===== src/rtl/int_sequencer_pkg.sv =====
// Shared types and fixed vectors for the 6502 interrupt/reset entry sequencer.
package opcodes;

    typedef enum logic [1:0] {
        SRC_RESET,
        SRC_NMI,
        SRC_BRK,
        SRC_IRQ
    } int_src_t;

    typedef enum logic [3:0] {
        RST_HOLD,
        RST_D0,
        RST_D1,
        RST_D2,
        IDLE,
        PUSH_H,
        PUSH_L,
        PUSH_P,
        VEC_LO,
        VEC_HI,
        LOAD
    } int_state_t;

    localparam logic [15:0] VEC_NMI   = 16'hFFFA;
    localparam logic [15:0] VEC_RESET = 16'hFFFC;
    localparam logic [15:0] VEC_IRQ   = 16'hFFFE;

    localparam logic [7:0] P_BIT_B = 8'h10;
    localparam logic [7:0] P_BIT_U = 8'h20;

endpackage


===== src/rtl/int_sequencer_nmi_edge_detect.sv =====
// NMI falling-edge detector with a sticky pending flag; a fresh edge wins over a clear.
module nmi_edge_detect (
    input  logic CLK,
    input  logic RESET,
    input  logic nmi_n,
    input  logic clr,
    output logic pending
);

    logic r_nmi_prev;
    logic r_pending;
    logic w_fall;

    assign w_fall  = r_nmi_prev & ~nmi_n;
    assign pending = r_pending;

    always_ff @(posedge CLK) begin
        if (RESET) begin
            r_nmi_prev <= 1'b1;
            r_pending  <= 1'b0;
        end else begin
            r_nmi_prev <= nmi_n;
            r_pending  <= w_fall | (r_pending & ~clr);
        end
    end

endmodule


===== src/rtl/int_sequencer.sv =====
// Interrupt/reset entry sequencer: reset, NMI, BRK and IRQ entry, vector fetch and PC load.
module int_sequencer
    import opcodes::*;
#(
    parameter int unsigned ADDR_W       = 16,
    parameter int unsigned N_IRQ        = 4,
    parameter bit          VECTORED     = 1'b0,
    parameter logic [15:0] IRQ_VEC_BASE = 16'hFFE0,
    parameter logic [7:0]  STACK_PAGE   = 8'h01
) (
    input  logic              CLK,
    input  logic              RESET,
    input  logic              nmi_n,
    input  logic [N_IRQ-1:0]  irq_n,
    input  logic [N_IRQ-1:0]  irq_en,
    input  logic              i_flag,
    input  logic              boundary,
    input  logic              brk_req,
    input  logic [ADDR_W-1:0] pc,
    input  logic [7:0]        sp,
    input  logic [7:0]        p_in,
    input  logic [7:0]        rdata,
    output logic              busy,
    output logic [ADDR_W-1:0] addr,
    output logic [7:0]        wdata,
    output logic              mem_we,
    output logic              mem_re,
    output logic              sp_dec,
    output logic              pc_load,
    output logic [ADDR_W-1:0] pc_new,
    output logic              set_i,
    output logic [N_IRQ-1:0]  irq_ack,
    output logic              done
);

    localparam int unsigned IDX_W = (N_IRQ > 1) ? $clog2(N_IRQ) : 1;

    int_state_t        r_state, w_next;
    int_src_t          r_src, w_src_sel;
    logic [ADDR_W-1:0] r_vec, w_vec_sel, w_vec_tab, w_stack;
    logic [7:0]        r_lo;
    logic [IDX_W-1:0]  r_idx, w_irq_idx;
    logic              r_ack_vld, w_ack_sel, w_load_vec;
    logic              w_nmi_pending, w_nmi_clr;
    logic [N_IRQ-1:0]  w_irq_lines;
    logic              w_irq_req;
    logic [15:0]       w_pc16;
    logic [7:0]        w_p_push;

    nmi_edge_detect u_nmi (
        .CLK     (CLK),
        .RESET   (RESET),
        .nmi_n   (nmi_n),
        .clr     (w_nmi_clr),
        .pending (w_nmi_pending)
    );

    assign w_irq_lines = ~irq_n & irq_en;
    assign w_irq_req   = (|w_irq_lines) & ~i_flag;
    assign w_stack     = ADDR_W'({STACK_PAGE, sp});
    assign w_pc16      = 16'(pc);
    assign w_p_push    = ((p_in | P_BIT_U) & ~P_BIT_B) | ((r_src == SRC_BRK) ? P_BIT_B : 8'h00);
    assign w_vec_tab   = ADDR_W'(IRQ_VEC_BASE) + (ADDR_W'(w_irq_idx) << 1);
    assign w_load_vec  = (r_state == PUSH_P) || (r_state == RST_D2);

    // Lowest-numbered active source wins: scan downward so the last hit is the lowest.
    always_comb begin
        w_irq_idx = '0;
        for (int unsigned k = N_IRQ; k > 0; k--) begin
            if (w_irq_lines[k-1]) w_irq_idx = IDX_W'(k - 1);
        end
    end

    // A pending NMI at the end of the pushes hijacks BRK/IRQ; the stacked B bit is kept.
    always_comb begin
        w_vec_sel = ADDR_W'(VEC_RESET);
        w_ack_sel = 1'b0;
        w_nmi_clr = 1'b0;
        if (r_state == PUSH_P) begin
            if (w_nmi_pending) begin
                w_vec_sel = ADDR_W'(VEC_NMI);
                w_nmi_clr = 1'b1;
            end else if (r_src == SRC_IRQ && w_irq_req) begin
                w_ack_sel = 1'b1;
                w_vec_sel = VECTORED ? w_vec_tab : ADDR_W'(VEC_IRQ);
            end else begin
                w_vec_sel = ADDR_W'(VEC_IRQ);
            end
        end
    end

    always_ff @(posedge CLK) begin
        if (RESET) begin
            r_state   <= RST_HOLD;
            r_src     <= SRC_RESET;
            r_vec     <= '0;
            r_lo      <= '0;
            r_idx     <= '0;
            r_ack_vld <= 1'b0;
        end else begin
            r_state <= w_next;
            if (r_state == IDLE && w_next == PUSH_H) r_src <= w_src_sel;
            if (w_load_vec) begin
                r_vec     <= w_vec_sel;
                r_ack_vld <= w_ack_sel;
                r_idx     <= w_irq_idx;
            end
            if (r_state == VEC_HI) r_lo <= rdata;
        end
    end

    always_comb begin
        w_next    = r_state;
        w_src_sel = SRC_IRQ;
        busy      = 1'b1;
        addr      = '0;
        wdata     = '0;
        mem_we    = 1'b0;
        mem_re    = 1'b0;
        sp_dec    = 1'b0;
        pc_load   = 1'b0;
        pc_new    = '0;
        set_i     = 1'b0;
        irq_ack   = '0;
        done      = 1'b0;
        case (r_state)
            RST_HOLD: w_next = RST_D0;
            RST_D0, RST_D1, RST_D2: begin
                addr   = w_stack;
                mem_re = 1'b1;
                sp_dec = 1'b1;
                w_next = (r_state == RST_D0) ? RST_D1 : (r_state == RST_D1) ? RST_D2 : VEC_LO;
            end
            IDLE: begin
                busy = 1'b0;
                if (boundary) begin
                    if (w_nmi_pending) begin
                        w_src_sel = SRC_NMI;
                        w_next    = PUSH_H;
                    end else if (brk_req) begin
                        w_src_sel = SRC_BRK;
                        w_next    = PUSH_H;
                    end else if (w_irq_req) begin
                        w_src_sel = SRC_IRQ;
                        w_next    = PUSH_H;
                    end
                end
            end
            PUSH_H, PUSH_L, PUSH_P: begin
                addr   = w_stack;
                mem_we = 1'b1;
                sp_dec = 1'b1;
                wdata  = (r_state == PUSH_H) ? w_pc16[15:8] : (r_state == PUSH_L) ? w_pc16[7:0] : w_p_push;
                w_next = (r_state == PUSH_H) ? PUSH_L : (r_state == PUSH_L) ? PUSH_P : VEC_LO;
            end
            VEC_LO: begin
                addr   = r_vec;
                mem_re = 1'b1;
                w_next = VEC_HI;
            end
            VEC_HI: begin
                addr   = r_vec + ADDR_W'(1);
                mem_re = 1'b1;
                w_next = LOAD;
            end
            LOAD: begin
                pc_load = 1'b1;
                pc_new  = ADDR_W'({rdata, r_lo});
                set_i   = 1'b1;
                done    = 1'b1;
                irq_ack = r_ack_vld ? (N_IRQ'(1) << r_idx) : '0;
                w_next  = IDLE;
            end
            default: w_next = RST_HOLD;
        endcase
        if (RESET) begin
            w_next  = RST_HOLD;
            busy    = 1'b1;
            addr    = '0;
            wdata   = '0;
            mem_we  = 1'b0;
            mem_re  = 1'b0;
            sp_dec  = 1'b0;
            pc_load = 1'b0;
            pc_new  = '0;
            set_i   = 1'b0;
            irq_ack = '0;
            done    = 1'b0;
        end
    end

endmodule


===== config.mk =====
export PLATFORM = sky130hd
export DESIGN_NAME = int_sequencer
export DESIGN_NICKNAME = d
export VERILOG_FILES = /design/src/rtl/int_sequencer_pkg.sv /design/src/rtl/int_sequencer_nmi_edge_detect.sv /design/src/rtl/int_sequencer.sv
export SDC_FILE = /design/constraint.sdc
export NUM_CORES = 1
export LEC_CHECK = 0
export ABC_AREA = 1
export CAP_MARGIN = 5
export CORE_UTILIZATION = 35
export DETAILED_ROUTE_END_ITERATION = 16
export GPL_TIMING_DRIVEN = 0
export PLACE_DENSITY = 0.81
export SETUP_SLACK_MARGIN = 0.2
export SLEW_MARGIN = 20
export SYNTH_ARGS = -nofsm -noshare
export SYNTH_HDL_FRONTEND = slang
export SYNTH_SLANG_ARGS = --single-unit

===== constraint.sdc =====
create_clock -name CLK -period 2.1 [get_ports CLK]
set_input_delay 0.42 -clock CLK [delete_from_list [all_inputs] [get_ports CLK]]
set_output_delay 0.42 -clock CLK [all_outputs]
set_load 0.02 [all_outputs]

==> After elaboration in Yosys (flattened, before gate mapping) <==
Index checks and enable logic that the tools add are counted.
{ "word_totals": {"input_bits": 54, "output_inout_bits": 51, "memories": 0, "latch_bits": 0, "reg_bits": 35, "rom_bits": 0, "ram_bits": 0, "wordCells": 89} }
{ "op_classes": {"n_addsub": 1, "eq_ne": 13, "mux": 47, "bitwise_logic": 10, "n_div": 0, "magnitude_cmp": 0, "n_mul": 0, "n_reduce_logical": 9, "shift": 1} }
{ "ops": {"columns": ["cell", "count"], "rows": [
  ["two-way mux 16 bit", 3],
  ["two-way mux 4 bit", 12],
  ["one-hot mux 16 bit (3 select lines)", 1],
  ["two-way mux 8 bit", 4],
  ["one-hot mux 4 bit (7 select lines)", 1],
  ["equality test 4 x 3 -> 1 bit, second input constant", 5],
  ["adder 16 x 1 -> 16 bit, second input constant", 1],
  ["two-way mux 1 bit", 16],
  ["two-way mux 2 bit", 7],
  ["equality test 4 bit, second input constant", 3],
  ["equality test 4 x 2 -> 1 bit, second input constant", 2],
  ["bitwise OR 8 x 5 -> 8 bit", 1],
  ["two-way mux 3 bit", 2],
  ["OR reduction 3 bit", 2],
  ["OR reduction 6 bit", 1],
  ["two-way mux 5 bit", 1],
  ["OR reduction 5 bit", 1],
  ["AND 4 bit", 1],
  ["equality test 2 bit, second input constant", 2],
  ["equality test 4 x 1 -> 1 bit, second input constant", 1],
  ["zero test 4 bit", 1],
  ["inverter 4 bit", 1],
  ["OR reduction 4 bit", 1],
  ["left shift 1 x 2 -> 4 bit, first input constant", 1],
  ["5 further kinds", 10]
]} }

==> Depth between registers and ports, before layout <==
Gate-level depths: netlist of run 1.
{ "logic_depth": {"ltp_word": 12, "mapped_depth": 10} }

==> Cells and area by module <==
Synthesis of run 1 repeated with hierarchy kept, for this count alone.
{ "unflattened": {"cells_unflattened": 249, "area_unflattened_um2": 1510.2} }
{ "modules_own_cells": {"columns": ["module", "seq_area_each_um2", "area_per_inst_um2", "n_inst", "cells_per_inst"], "rows": [
  ["int_sequencer", 400.4, 1440.1, 1, 240],
  ["nmi_edge_detect", 40.0, 70.1, 1, 9]
]} }

==> Worst setup path before layout of run 1 <==
OpenSTA, ideal clock, no wires.
{ "synth_timing": {"kind": "register to output", "startpoint": "register r_state[1]", "endpoint": "output irq_ack[0]", "stages_incl_launch_ff": 9, "path_buffers": 0, "path_slack_ps": -44, "t_arrival_ps": 1724, "path_cell_list": "dfxtp_1 > inv_2 > nor2_4 > inv_4 > nor2_8 > inv_4 > nor2_4 > inv_2 > nor4_1"} }
{ "synth_via": {"elab_chain_cells": 3} }
{ "synth_lines": {"columns": ["item", "line", "rtl"], "rows": [
  ["start, declared", "int_sequencer.sv:38", "int_state_t r_state, w_next;"],
  ["start signal, assigned", "int_sequencer.sv:101", "r_state <= w_next;"],
  ["equality test 4 bit", "int_sequencer.sv:126", "case (r_state)"],
  ["two-way mux 4 bit", "int_sequencer.sv:126", null],
  ["two-way mux 4 bit", "int_sequencer.sv:176", "if (RESET) begin"],
  ["end, declared", "int_sequencer.sv:32", "output logic [N_IRQ-1:0] irq_ack,"]
]} }
No other way between the ends.

==> Worst setup path after layout of run 1 <==
{ "layout_timing": {"startpoint": "register r_state[1]", "endpoint": "output irq_ack[2]"} }
Same word-level chain as after synthesis.

==> impl_metrics.py, run 1 <==
metrics = {
    "sta": {
        "finalHoldViolCount": 0,
        "fmax_ghz": 0.475,
        "fin_crit_sh": 1.00,
        "tightestPinTransition_ns": 0.381,
        "slew_headroom": 0.746,
        "report.final.slew_viol_count": 0,
        "clock_skew_ns": 0.00161,
        "fin_ws_ns": -0.00336,
        "finalSetupViolations": 1,
        "fin_crit_ns": 2.10,
        "fin_setup_tns_ns": -0.00336,
        "rsz0062_at_grt": "yes",
    },
    "clock_tree": {
        "cts_buffer_depth": 2,
        "clk_pin_slew_ns": 0.09,
        "clkLatencyLatePin_ns": 0.27,
        "cts.sinks": 22,
        "cts_buffers": 3,
        "ctsHoldBuffers": 0,
        "cts_tree": "done",
        "root_buffer": "clkbuf_8",
        "htreeDepth": 1,
    },
    "floorplan": {
        "row_count": 23,
        "start_util": 0.370,
        "core_area_sq_um": 4030,
        "num_io_pins": 105,
        "die_x_um": 67.2,
        "fp.dieH_um": 67.2,
        "die-area_sq_um": 4520,
    },
    "global_route": {
        "groute.usage.overall": 0.264,
        "grt_max_degree": 14,
        "antenna_found_initial": 0,
        "grt_pass1_vias": 2075,
        "grt_overflow": 0,
        "grt_pass1_wl_mm": 9.05,
    },
    "routing": {
        "vias": 2246,
        "drtIter0Drc": 104,
        "drc_errors": 0,
        "drt_wl_total_mm": 7.02,
        "ant_nets": 0,
        "dr.pass1.iters": 4,
        "via_per_inst": 5.14,
        "routedWlPerCell_um": 16.1,
    },
    "final_layout": {
        "num_antenna_cells": 0,
        "drive_gt1_frac": 0.473,
        "fin_nets": 442,
        "final_area_sq_um": 3420,
        "fin_cells": 437,
        "syn2layout_area_growth_pct": 130,
    },
    "logic_synthesis": {
        "yosysUniqueCellTypes": 27,
        "synthCells": 240,
        "avgSynthCellArea_sq_um": 6.20,
        "synth_area_sq_um": 1490,
        "syn_nets": 294,
        "ys_warn_count": 0,
        "ys_ff_latch": 22,
        "synth_seq_area_share": 0.296,
    },
    "run": {
        "maxCapViolations": 0,
    },
    "pwr": {
        "power.switching_uw": 544,
        "intPower_uw": 1020,
        "ir_worst_vdd_v": 0.000406,
        "combinationalPowerShare": 0.428,
        "power.share.sequential": 0.311,
        "leakagePower_uw": 0.00153,
        "power.share.clock": 0.261,
        "powerDensity_nw_per_um2": 456,
        "switching_share": 0.348,
    },
    "run_status": {
        "status": "complete, but fails checks",
        "violations": "setup timing",
    },
    "setup_path": {
        "criticalPathCategory": "reg2out",
        "critPathLaunchType": "flip-flop",
        "ff2ff_setup_slack_ns": 0.64,
        "crit_path_end_kind": "output port",
        "required_ns": 1.68,
        "critical_path_arrival_ns": 1.68,
        "critPathMaxFanout": 6,
    },
    "placed_design": {
        "port_buffers": 102,
        "dpl.cell_count": 392,
        "place_hpwl_mm": 3.71,
        "gp_congestion": 0.786,
        "dpl_cell_area_sq_um": 2680,
    },
    "min_path": {
        "min_path_type": "reg2reg",
    },
}
==> cell families after synthesis <==
logic type / Yosys count / synth area share
AO/OA/AOI/OAI: 42 / 0.175
buffers and inverters: 47 / 0.146
AND/OR/NAND/NOR: 129 / 0.383
flip-flops: 22 / 0.296
==> power by group through the flow <==
stage / combinational, uW / clock [uW] / sequential [uW]
after floorplan: 254 / 0 / 479
after global placement: 455 / 0 / 482
after detailed placement: 461 / 0 / 484
after CTS: 559 / 401 / 479
after global routing: 703 / 427 / 489
final: 668 / 407 / 487
==> routing by layer <==
layer  routed length (um)  GRT usage  vias up
met3                  576     0.0659       22
li1                     -          -     1065
met1                 2410      0.268     1034
met5                    0          0        -
met4                  201      0.128        0
met2                 3830      0.498      125
==> cell type report <==
type	count	area, sq um
clock inverters	1	30.0
inverters	33	151
flip-flops and latches	22	453
repair buffers	142	1360
repair inverters	1	7.51
well taps	50	62.6
clock buffers	3	41.3
multi-input cells	171	1190
plain buffers	14	129
fillers	241	606
==> placed cells by master (no fill, tap or decap), types with 2 or more instances in the layout <==
cell and count:
a31oi_1 2, a32o_1 2, inv_4 9, a31oi_4 4, a211oi_1 2, inv_2 4, clkbuf_2 2, a31oi_2 3
dlygate4sd2_1 2, o21ai_0 9, buf_4 46, nand2_2 13, o21a_1 5, nor2_1 34, dfxtp_1 18, nor2_2 5
clkdlybuf4s50_1 50, buf_6 50, a21oi_1 9, nor2_4 13, inv_1 19, nor4_4 4, clkbuf_8 3, dfxtp_4 3
nand2_1 34, nand2_4 9, nand3_1 13, clkbuf_4 2
==> worst paths after layout <==
check | from | end | cells after the start
max | r_state[1]$_SDFF_PP0_ | irq_ack[2] | 9
min | r_ack_vld$_SDFFE_PP0P_ | r_ack_vld$_SDFFE_PP0P_ | 2
max reg2reg | r_state[3]$_SDFF_PP0_ | r_lo[7]$_SDFFE_PP0N_ | 10
min reg2reg | r_ack_vld$_SDFFE_PP0P_ | r_ack_vld$_SDFFE_PP0P_ | 2
==> worst max-delay path: stages (launching register included) <==
cell and delay [ns]:
dfxtp_2 0.36, inv_4 0.06, nor2_4 0.13, inv_4 0.07, nor2_8 0.19, inv_4 0.06, nor2_4 0.14, inv_4 0.08
nor4_4 0.14, buf_4 0.18
==> sequential cells by signal, summed over array words and instances, names as in the netlist <==
signal            cells
r_ack_vld             1
r_state               4
u_nmi.pending         1
u_nmi.r_nmi_prev      1
r_vec                 3
r_lo                  8
r_src                 2
r_idx                 2
==> through the flow <==
step | total power, uW | hold WS [ns] | util | setup WS, ns
after CTS | 1440 | 0.480 | 0.752 | 0.0329
after global placement | 937 | 0.446 | 0.666 | -0.742
after detailed placement | 945 | 0.462 | 0.666 | -0.790
after global routing | 1620 | 0.492 | 0.850 | -0.0611
final | 1560 | 0.480 | 0.850 | -0.00336
after floorplan | 733 | 0.436 | - | 0.136
==> what timing repair did <==
action,in CTS,in global routing
setup endpoints to repair,51,48
gates cloned,1,1
setup buffers,27,12
gates resized for setup,287,94
pin swaps,13,26
==> synth_stat cells <==
cell type	instances	area share
a211oi_1	2	0.010
nor2_1	46	0.12
a31oi_1	9	0.038
buf_1	1	0.0025
o21a_1	5	0.025
nand3_1	15	0.050
nand2_2	3	0.013
inv_4	2	0.0084
nand2_1	53	0.13
a22oi_1	1	0.0050
nor2_8	1	0.013
clkbuf_1	2	0.0050
o21ai_0	10	0.034
inv_2	11	0.028
buf_2	2	0.0067
inv_1	20	0.050
a21oi_1	10	0.034
buf_4	9	0.045
a32o_1	2	0.013
nand3b_1	1	0.0050
a221oi_1	1	0.0059
nor2_2	3	0.013
o32ai_1	1	0.0059
o22ai_1	1	0.0042
nor2_4	3	0.023
dfxtp_1	22	0.30
nor4_1	4	0.017
Note: power is estimated with default switching activity, not from simulation.
==> run 2: changes to the inputs <==
- CORE_MARGIN: not set -> 2
==> run 2 against run 1 <==
  * The run still ends with setup timing left
  * Utilization is 9.5 points lower
  * Sequential share of layout area increased by 1.6 points
  * Global-route usage is 4.8 points lower
  * First-iteration DRC count down 56%
  * Setup slack gained 0.0020 ns
  * Via count shrank 6.1%
  * Critical path depth up 1
  * Flip-flop and latch count did not move
  * Largest power group unchanged
==> impl_metrics.py, run 2 (synthesis results as in run 1) <==
metrics = {
    "final_layout": {
        "syn2layout_area_growth_pct": 106,
        "largestRegisters": "r_lo: 8 flops, r_state: 4 flops, r_vec: 3 flops",
        "top_register": "r_lo",
        "fin_util": 0.755,
        "fin_nets": 426,
        "largest_register_ffs": 8,
        "drive_gt1_frac": 0.391,
        "final_common_cell": "buf_4",
        "final_area_sq_um": 3060,
        "num_antenna_cells": 0,
        "final_cell_mix": "56 x buf_4, 50 x clkdlybuf4s50_1, 48 x nand2_1, 40 x nor2_1, 23 x buf_6",
    },
    "clock_tree": {
        "ctsHoldBuffers": 0,
        "cts.sinks": 22,
        "root_buffer": "clkbuf_8",
        "clk_pin_slew_ns": 0.09,
        "cts_buffers": 3,
        "htreeDepth": 1,
        "clkLatencyLatePin_ns": 0.27,
        "cts_buffer_depth": 2,
        "cts_tree": "done",
    },
    "sta": {
        "finalSetupViolations": 1,
        "fin_crit_ns": 2.10,
        "fmax_ghz": 0.476,
        "fin_ws_ns": -0.00136,
        "slew_headroom": 0.740,
        "tightestPinTransition_ns": 0.390,
        "rsz0062_at_grt": "yes",
        "report.final.slew_viol_count": 0,
        "fin_crit_sh": 1.00,
        "clock_skew_ns": 0.00437,
        "finalHoldViolCount": 0,
    },
    "global_route": {
        "grt_pass1_wl_mm": 8.80,
        "grt_max_degree": 14,
        "antenna_found_initial": 0,
        "grt_overflow": 0,
        "grt_pass1_vias": 2003,
        "groute.usage.overall": 0.216,
    },
    "setup_path": {
        "r2r_start": "r_state[2]$_SDFF_PP0_",
        "critical_path_arrival_ns": 1.68,
        "crit_path_end_kind": "output port",
        "critPathMaxFanout": 6,
        "critPathLaunchType": "flip-flop",
        "required_ns": 1.68,
        "criticalPathCategory": "reg2out",
        "cp-startpoint": "r_state[3]$_SDFF_PP0_",
    },
    "routing": {
        "dr.pass1.iters": 4,
        "drt_wl_total_mm": 5.68,
        "drtIter0Drc": 46,
        "ant_nets": 0,
        "routedWlPerCell_um": 13.5,
        "vias": 2108,
        "via_per_inst": 5.01,
        "drc_errors": 0,
    },
    "floorplan": {
        "die-area_sq_um": 4790,
        "start_util": 0.367,
        "row_count": 23,
        "fp.dieH_um": 69.2,
        "die_x_um": 69.2,
        "num_io_pins": 105,
        "core_area_sq_um": 4060,
    },
    "min_path": {
        "min_path_type": "reg2reg",
        "hp-start": "r_vec[2]$_SDFFE_PP0P_",
    },
    "placed_design": {
        "place_hpwl_mm": 3.76,
        "pre_cts_slack_ns": -0.751,
        "port_buffers": 102,
        "gp_congestion": 0.757,
        "dpl_cell_area_sq_um": 2680,
    },
    "run": {
        "maxCapViolations": 0,
    },
    "run_status": {
        "violations": "setup timing",
        "status": "complete, but fails checks",
    },
    "pwr": {
        "ir_worst_vdd_v": 0.000324,
        "leakagePower_uw": 0.00135,
        "powerDensity_nw_per_um2": 487,
    },
}
## run 2: cell types whose count changed in the layout (fill, tap and decap cells not counted), sizes merged
| cell | previous run | this run |
|---|---|---|
| clkinv | 0 | 1 |
| inv | 33 | 32 |
| clkbuf | 8 | 6 |
| buf | 98 | 82 |
| nor2 | 53 | 54 |
| clkdlybuf4s15 | 1 | 2 |
## run 2: final timing paths
| kind | slack [ns] | to | depth (start not counted) |
|---|---|---|---|
| worst max-delay path | -0.001 | addr[7] | 10 |
| worst min-delay path | 0.48 | r_vec[2]$_SDFFE_PP0P_ | 2 |
| worst max register to register | 0.73 | r_src[1]$_SDFFE_PP0P_ | 9 |
| worst min register to register | 0.48 | r_vec[2]$_SDFFE_PP0P_ | 2 |
## run 2: critical path, cell delays in order (launching register included)
cell	delay, ns
dfxtp_4	0.39
inv_4	0.05
nor2_4	0.14
inv_6	0.08
nor2_4	0.10
inv_2	0.07
nor2_4	0.10
nand2_4	0.09
clkinvlp_4	0.13
o21a_1	0.14
buf_6	0.12
## run 2: area by class of cell
class	instances	area (sq um)
Tap cell	50	62.6
Buffer	14	115
Sequential cell	22	453
Clock buffer	3	41.3
Fill cell	315	993
Timing Repair inverter	1	7.51
Multi-Input combinational cell	172	1070
Inverter	33	149
Timing Repair Buffer	125	1130
Clock inverter	1	30.0
## run 2: per-stage QoR
step / power (uW) / std cells / setup TNS, ns / hold slack [ns]
5_1_grt: 1550 / 421 / -0.626 / 0.502
3_3_place_gp: 936 / 392 / -26.93 / 0.445
3_5_place_dp: 944 / 392 / -26.94 / 0.452
2_1_floorplan: 733 / 240 / 0 / 0.436
6_report: 1490 / 421 / -0.00136 / 0.480
4_1_cts: 1410 / 414 / 0 / 0.476
## run 2: routing by layer
layer  wire [um]  part of all wire  global-route usage
met1        2250              0.40               0.234
met2        2840              0.50               0.408
met3         438             0.077              0.0596
met4         155             0.027              0.0588
met5           0                 0                   0
## run 2: report_power, final
| group | switching [uW] | leakage [uW] | internal (uW) |
|---|---|---|---|
| Combinational | 320 | 0.00113 | 283 |
| Clock | 153 | 0.0000357 | 255 |
| Sequential | 32.5 | 0.000181 | 450 |
| Total | 505 | 0.00135 | 988 |
## run 2: repair_timing
action	CTS	global route
buffers inserted	15	7
endpoints found under the setup margin	51	50
gates resized for setup	282	35
cloned	3	0
pin swaps	9	12
